<file path="src/rtl/iter_muldiv.sv">
`default_nettype none
// ============================================================================
//  Module   : iter_muldiv
//  Purpose  : Iterative 16x16 unsigned multiplier / divider. One shift-add
//             (MUL) or restoring-division (DIV/MOD) step per clock, 16 steps
//             per operation, with a short-cut path for division by zero.
//             Result and {ZF,NF,CF,OF} flags are registered on DONE entry.
//  Revision : 1.0 - initial release
// ============================================================================
module iter_muldiv (
    input  logic        clk,
    input  logic        rst,      // asynchronous, active-low
    input  logic [1:0]  op,
    input  logic [15:0] srcA,
    input  logic [15:0] srcB,
    output logic        ready,
    output logic [15:0] result,
    output logic [3:0]  flags
);

    typedef enum logic [1:0] {
        S_IDLE = 2'b00,
        S_BUSY = 2'b01,
        S_DONE = 2'b10
    } state_t;

    localparam logic [1:0]  OP_NONE       = 2'b00;
    localparam logic [1:0]  OP_MUL        = 2'b01;
    localparam logic [1:0]  OP_DIV        = 2'b10;
    localparam logic [1:0]  OP_MOD        = 2'b11;
    localparam logic [3:0]  LAST_ITER     = 4'd15;
    localparam logic [15:0] DIV0_QUOTIENT = 16'hFFFF;

    // Architectural state
    state_t      state_q,  state_d;
    logic [3:0]  cnt_q,    cnt_d;     // iteration index 0..15
    logic [1:0]  op_q,     op_d;      // operation captured at request
    logic [15:0] a_q,      a_d;       // MUL: multiplicand; DIV: dividend shifting into quotient
    logic [15:0] b_q,      b_d;       // multiplier / divisor
    logic [31:0] prod_q,   prod_d;    // MUL partial product
    logic [15:0] rem_q,    rem_d;     // DIV partial remainder
    logic [15:0] result_q, result_d;
    logic [3:0]  flags_q,  flags_d;

    // Single-iteration datapath values
    logic [31:0] w_addend;
    logic [31:0] w_prod_next;
    logic [16:0] w_rem_shift;
    logic        w_sub_ok;
    logic [15:0] w_rem_next;
    logic [15:0] w_quo_next;
    logic        w_div_by_zero;

    // Flag vector {ZF, NF, CF, OF} for a given result value
    function automatic logic [3:0] mk_flags(input logic [15:0] r,
                                            input logic        cf,
                                            input logic        of);
        return {(r == 16'h0000), r[15], cf, of};
    endfunction

    // One step of shift-add multiply and one step of restoring division
    always_comb begin
        w_addend    = b_q[cnt_q] ? ({16'h0000, a_q} << cnt_q) : 32'h0000_0000;
        w_prod_next = prod_q + w_addend;

        // Bring the next dividend bit into the remainder, then try subtracting
        w_rem_shift = {rem_q, a_q[15]};
        w_sub_ok    = (w_rem_shift >= {1'b0, b_q});
        w_rem_next  = w_sub_ok ? 16'(w_rem_shift - {1'b0, b_q}) : w_rem_shift[15:0];
        w_quo_next  = {a_q[14:0], w_sub_ok};
    end

    // Division-by-zero is detected on the live request so it can bypass BUSY
    always_comb begin
        w_div_by_zero = ((op == OP_DIV) || (op == OP_MOD)) && (srcB == 16'h0000);
    end

    // Next-state and next-register computation
    always_comb begin
        state_d  = state_q;
        cnt_d    = cnt_q;
        op_d     = op_q;
        a_d      = a_q;
        b_d      = b_q;
        prod_d   = prod_q;
        rem_d    = rem_q;
        result_d = result_q;
        flags_d  = flags_q;

        case (state_q)
            S_IDLE: begin
                if (op != OP_NONE) begin
                    op_d   = op;
                    a_d    = srcA;
                    b_d    = srcB;
                    cnt_d  = 4'd0;
                    prod_d = 32'h0000_0000;
                    rem_d  = 16'h0000;
                    if (w_div_by_zero) begin
                        // Short-cut: result is defined directly from the operands
                        state_d = S_DONE;
                        if (op == OP_DIV) begin
                            result_d = DIV0_QUOTIENT;
                            flags_d  = mk_flags(DIV0_QUOTIENT, 1'b0, 1'b1);
                        end else begin
                            result_d = srcA;
                            flags_d  = mk_flags(srcA, 1'b0, 1'b1);
                        end
                    end else begin
                        state_d = S_BUSY;
                    end
                end
            end

            S_BUSY: begin
                if (op == OP_NONE) begin
                    // Abort: drop the operation, leave result/flags untouched
                    state_d = S_IDLE;
                end else begin
                    cnt_d = cnt_q + 4'd1;
                    if (op_q == OP_MUL) begin
                        prod_d = w_prod_next;
                    end else begin
                        a_d   = w_quo_next;
                        rem_d = w_rem_next;
                    end

                    if (cnt_q == LAST_ITER) begin
                        // Final step: publish straight from this step's output
                        state_d = S_DONE;
                        case (op_q)
                            OP_MUL: begin
                                result_d = w_prod_next[15:0];
                                flags_d  = mk_flags(w_prod_next[15:0],
                                                    |w_prod_next[31:16],
                                                    |w_prod_next[31:16]);
                            end
                            OP_DIV: begin
                                result_d = w_quo_next;
                                flags_d  = mk_flags(w_quo_next, 1'b0, 1'b0);
                            end
                            default: begin
                                result_d = w_rem_next;
                                flags_d  = mk_flags(w_rem_next, 1'b0, 1'b0);
                            end
                        endcase
                    end
                end
            end

            S_DONE: begin
                // Result is presented for exactly one cycle; requests are not taken here
                state_d = S_IDLE;
            end

            default: begin
                state_d = S_IDLE;
            end
        endcase
    end

    // State and datapath registers, cleared by the asynchronous reset
    always_ff @(posedge clk or negedge rst) begin
        if (!rst) begin
            state_q  <= S_IDLE;
            cnt_q    <= 4'd0;
            op_q     <= OP_NONE;
            a_q      <= 16'h0000;
            b_q      <= 16'h0000;
            prod_q   <= 32'h0000_0000;
            rem_q    <= 16'h0000;
            result_q <= 16'h0000;
            flags_q  <= 4'b0000;
        end else begin
            state_q  <= state_d;
            cnt_q    <= cnt_d;
            op_q     <= op_d;
            a_q      <= a_d;
            b_q      <= b_d;
            prod_q   <= prod_d;
            rem_q    <= rem_d;
            result_q <= result_d;
            flags_q  <= flags_d;
        end
    end

    // Ready is low from the request cycle onward and high again in DONE
    always_comb begin
        ready = ((state_q == S_IDLE) && (op == OP_NONE)) || (state_q == S_DONE);
    end

    assign result = result_q;
    assign flags  = flags_q;

endmodule
`default_nettype wire

</file>
<file path="config.mk">
export PLATFORM = sky130hd
export DESIGN_NAME = iter_muldiv
export DESIGN_NICKNAME = d
export VERILOG_FILES = /design/src/rtl/iter_muldiv.sv
export SDC_FILE = /design/constraint.sdc
export NUM_CORES = 1
export LEC_CHECK = 0
export CORE_ASPECT_RATIO = 0.5
export CORE_MARGIN = 2
export CORE_UTILIZATION = 65
export DETAILED_ROUTE_END_ITERATION = 8
export PLACE_DENSITY = 0.87
export REMOVE_ABC_BUFFERS = 1
export SYNTH_ARGS = -nofsm -noshare
export SYNTH_HDL_FRONTEND = slang
export SYNTH_SLANG_ARGS = --single-unit
export TNS_END_PERCENT = 50
</file>
<file path="constraint.sdc">
create_clock -name clk -period 10 [get_ports clk]
set_input_delay 1.5 -clock clk [delete_from_list [all_inputs] [get_ports clk]]
set_output_delay 1.5 -clock clk [all_outputs]
set_load 0.02 [all_outputs]
</file>
# After elaboration in Yosys (flattened, before gate mapping)
# Index checks and enable logic that the tools add are counted.
# totals
reg_bits	108
out_inout_bits	21
# classes
n_addsub	3
order_cmp	2
eq_ne	14
n_shift	1
mux	38
n_reduce_logical	20
# ops
operator	n
$mux 16	12
$mux 32	4
$pmux 16 s2	4
$logic_not 16->1	5
$pmux 32 s2	1
$add 32x32->32	1
$shl 16x4->32	1
$mux 4	7
$pmux 4 s2	3
$ge 17x16->1	1
$reduce_or 16->1	1
$sub 16x16->16	1
$ne 2x2->1 const B	6
$eq 2x2->1 const B	4
$mux 2	4
$reduce_and 4->1	2
$lt 4x5->1 const B	1
$reduce_and 5->1	1
$add 4x1->4 const B	1
$bmux 1 s4	1
$eq 2x1->1 const B	2
$eq 4x4->1 const B	1
$logic_not 2->1	2
$pmux 2 s2	1
7 further kinds	11

# Logic depth before layout (Yosys ltp)
# depth
ltp_word	9
depth_mapped	20
mapped_depth_nobuf	17

# Worst setup path after synthesis
# No wires, ideal clock.
# synth_timing
kind	reg2reg
from	register cnt_q[0]
to	register flags_q[1], in the netlist flags[1]
setup_time_ps	122
t_arrival_ps	4800
t_required_ps	9878
slack_ps	5079
stages_incl_launch_ff	18
n_path_buf	4
synth_period_minus_slack_ps	4921
path_cell_list	dfrtp_1 buf_1 mux4_2 o21ai_0 and2_0 clkbuf_1 clkbuf_1 a211oi_1 ha_1 buf_2 a21oi_1 o21ai_0 a21o_1 or3_1 a2111oi_4 nand4bb_1 or3_1 a32o_1
# synth_between
elab_chain_len	9
word_cells_on_any_way	13
# synth_rtl
item	line_no	source
from (decl)	36	logic [3:0] cnt_q, cnt_d;
from (signal assigned)	176	cnt_q <= cnt_d;
$bmux 1 s4	63	w_addend = b_q[cnt_q] ? ({16'h0000, a_q} << cnt_q) : 32'h0000_0000;
$mux 1 (not written as such)	63	
$mux 32	63	
$add 32x32->32	64	w_prod_next = prod_q + w_addend;
$reduce_or 16->1	135	|w_prod_next[31:16],
$pmux 4 s2	131	case (op_q)
$mux 4	128	if (cnt_q == LAST_ITER) begin
$mux 4	116	if (op == OP_NONE) begin
$pmux 4 s2	90	case (state_q)
to (signal assigned)	183	flags_q <= flags_d;
to (decl)	43	logic [3:0] flags_q, flags_d;
# Parallel ways exist; a longest one is shown, timed or not. The select of a mux whose other input is x is not followed.
# A chain may end at the register's enable or synchronous reset.

# Final worst setup path
# layout_timing
from	register cnt_q[2]
to	register flags_q[1], in the netlist flags[1]
# The elaborated chain is that of the path after synthesis.

==> metrics.csv <==
stage,metric,value,unit
worst_setup_path,Crit path arrival time,6220,ps
cts,CTS max path bufs,2,
worst_setup_path,Slowest cell on crit path,dfrtp_1,
outcome,outcome,finished clean,
synth,synth top area cells,"dfrtp_1 31%, ha_1 7.3%, o21ai_0 5.8%",
power,Power Density,328,nW/µm²
synth,Mapped Cells,1051,
synth,Netlist cell types,77,
drt,drt initial violations,910,
sta,Slew HR,0.326,
synth,"Primary FF master, synth",dfrtp_1,
power,Peak VDD IR,0.000206,V
floorplan,Die Span Y,85.3,µm
worst_setup_path,Top delay family on crit path,simple AND/OR/NAND/NOR gates,
grt,largest net degree at the start of global routing,59,
worst_setup_path,Worst Path Buf+Inv,1,
floorplan,initial core utilization,0.673,
synth,area fraction of the dominant cell type after synthesis,0.311,
sta,minimum clock period,5970,ps
synth,top-count cell post-synth,nand2_1,
sta,Slew @ Worst Pin,1010,ps
cts,"Reg clk slew, reported paths",80,ps
grt,vias in the first global route,7929,
power,Pleak,4.12,nW
cts,CTS tree,yes,
layout,Area Overhead vs Synth,10.6,%
cts,worst skew pair latency,360,ps
drt,Post-route DRC,0,
synth,Post-synth ARST share,1.00,
sta,Fmax,0.167,GHz
synth,Post-synth top cells,"129 x nand2_1, 107 x dfrtp_1, 99 x o21ai_0",
min_path,Worst Hold Class,reg -> reg,
grt,Overflow after GRT,0,
floorplan,Core ar.,12800,µm²
worst_setup_path,Crit Path Class,reg -> reg,
place,Detailed Place HPWL,20.0,mm
cts,Clock Sinks,107,
worst_setup_path,CP Data Required Time,10240,ps
layout,ant diodes,0,
floorplan,Chip Width,167,µm
grt,Tot GR Track Use,0.377,
sta,Fin. Hold Viols,0,
worst_setup_path,crit path launch type,flop,
cts,Hold Buf Count CTS,0,
grt,antenna violations before repair,0,
layout,Layout Utilization,0.744,
layout,Final nets,1157,
sta,Final Setup Violations,0,
place,RePlAce Congestion,0.974,
worst_setup_path,CP Capture Type,flop,
cts,clock buffer count from CTS,9,
place,Port Buffers,56,
floorplan,# rows,29,
layout,FILL cells,981,
floorplan,IO Count,57,
power,overall power,3.12,mW
cts,post-CTS resize count,0,
flow_run,Max-Cap Viols,0,
worst_setup_path,crit-path max FO,28,
layout,share of cells above drive strength 1,0.0531,
drt,Routed wire per std cell,21.3,µm
cts,Clock Tree Root,clkbuf_16,
synth,cell taking the most area after synthesis,dfrtp_1,
cts,H-tree depth,3,
synth,Avg Inst Size Synth,8.18,µm²
sta,fin crit share,0.597,
drt,DR vias,8572,
worst_setup_path,reg-to-reg setup timing slack,4030,ps
sta,unrepaired setup endpoints after global routing,no,
worst_setup_path,critical-path cell list,clkinv_1 > nor2_1 > nor2_1 > o21ai_0 > and2_0 > a211oi_1 > ha_1 > nand2_1 > o211ai_1 > o21ai_1 > a2111oi_2 > nor3b_1 > nor4_1 > o221ai_1 > or3_1 > a32o_1,
synth,number of synthesized flops with an enable pin,0,
drt,post-detailed-route count of antenna-violating nets,0,
floorplan,die area,14200,µm²
grt,first-pass GRT wire length,42.3,mm
synth,Synth Warn #,0,
synth,Post-Syn Area,8600,µm²
drt,post-DR vias/cell,6.90,
worst_setup_path,crit-path max cell delay,930,ps
sta,setup_tns,0,ps
sta,max-slew violations,0,
sta,skew final,6.98,ps
cts,post-CTS setup buffer count,0,
drt,drt total wl,26.5,mm
drt,TritonRoute pass-1 iters,5,
worst_setup_path,CP most frequent cell,nor2_1,
synth,register bit total from synthesis,107,
sta,minimum hold slack,486,ps
synth,sequential-to-total area share from yosys stat,0.311,
[path summary, 6_finish.rpt]
path,cells after the start,end,from
max reg2reg,16,flags[1],cnt_q[2]
min,2,result[6],result[6]
max,16,flags[1],cnt_q[2]
max in group asynchronous,2,a_q[1],rst
min reg2reg,2,result[6],result[6]
min in group asynchronous,1,prod_q[26],rst
[logic make-up after synthesis]
kind of cell             share of synthesized area
multiplexers                                0.0751
AND/OR/NAND/NOR                              0.194
buffers and inverters                       0.0454
adder cells (fa/ha/maj)                     0.0774
flip-flops                                   0.311
XOR/XNOR                                    0.0357
AO/OA/AOI/OAI                                0.261
[flip-flops by register name, summed over array words and instances, names as in the netlist]
signal,flops
a_q,16
b_q,16
cnt_q,4
flags,4
op_q,2
prod_q,32
rem_q,16
result,15
state_q,2
[worst min-delay path: cells and delay by family, from the launching register on]
kind | cells | cell delay (ps)
AO/OA/AOI/OAI | 1 | 60
flip-flops | 1 | 350
AND/OR/NAND/NOR | 1 | 40
[metal layers]
metal  track usage  wire length [µm]  vias to the layer above
li1              -                 -                     3927
met1         0.520             11500                     4113
met2         0.600             11800                      456
met3        0.0914              2490                       76
met4         0.102               779                        0
met5             0                 0                        -
[cells in the final DEF (no fill, tap or decap), drive strengths merged, types with 4 or more instances in the layout]
cell and n:
a221oi 10, a21o 11, clkdlybuf4s50 55, a32o 4, nor3 26, nand2 130, clkbuf 9, ha 50
nor2 88, o21a 7, or3 8, xnor2 15, mux4 6, mux2i 42, o211ai 8, nor2b 10
nor4 14, buf 13, a22oi 4, nand3 21, a22o 27, nand4 19, o31ai 9, o22ai 15
a31oi 7, mux2 8, o21bai 11, inv 42, a21oi 76, dfrtp 107, and2 13, xor2 20
a211oi 20, o21ai 103, and3 8
[area by class of cell]
| cell class | count | area [µm²] | share of cell area |
|---|---|---|---|
| Clock inverter | 6 | 56.3 | 0.00592 |
| Multi-Input combinational cell | 843 | 5540 | 0.582 |
| Clock buffer | 9 | 225 | 0.0237 |
| Timing Repair Buffer | 68 | 648 | 0.0682 |
| Tap cell | 170 | 213 | 0.0224 |
| Sequential cell | 107 | 2680 | 0.282 |
| Inverter | 40 | 150 | 0.0158 |
[power breakdown]
group	internal, mW	total [mW]	switching [mW]
sequential	0.577	0.747	0.170
clock	0.174	0.358	0.184
combinational	0.751	2.01	1.26
total	1.50	3.12	1.61
[per-stage QoR]
step | cell area [µm²] | cells | setup slack, ps
final | 9510 | 1243 | 4030
after detailed placement | 9230 | 1228 | 4270
after floorplan | 8360 | 990 | 4970
after global routing | 9510 | 1243 | 3680
after CTS | 9510 | 1243 | 4250
after global placement | 9230 | 1228 | 4410
Note: power is estimated with default switching activity, not from simulation.
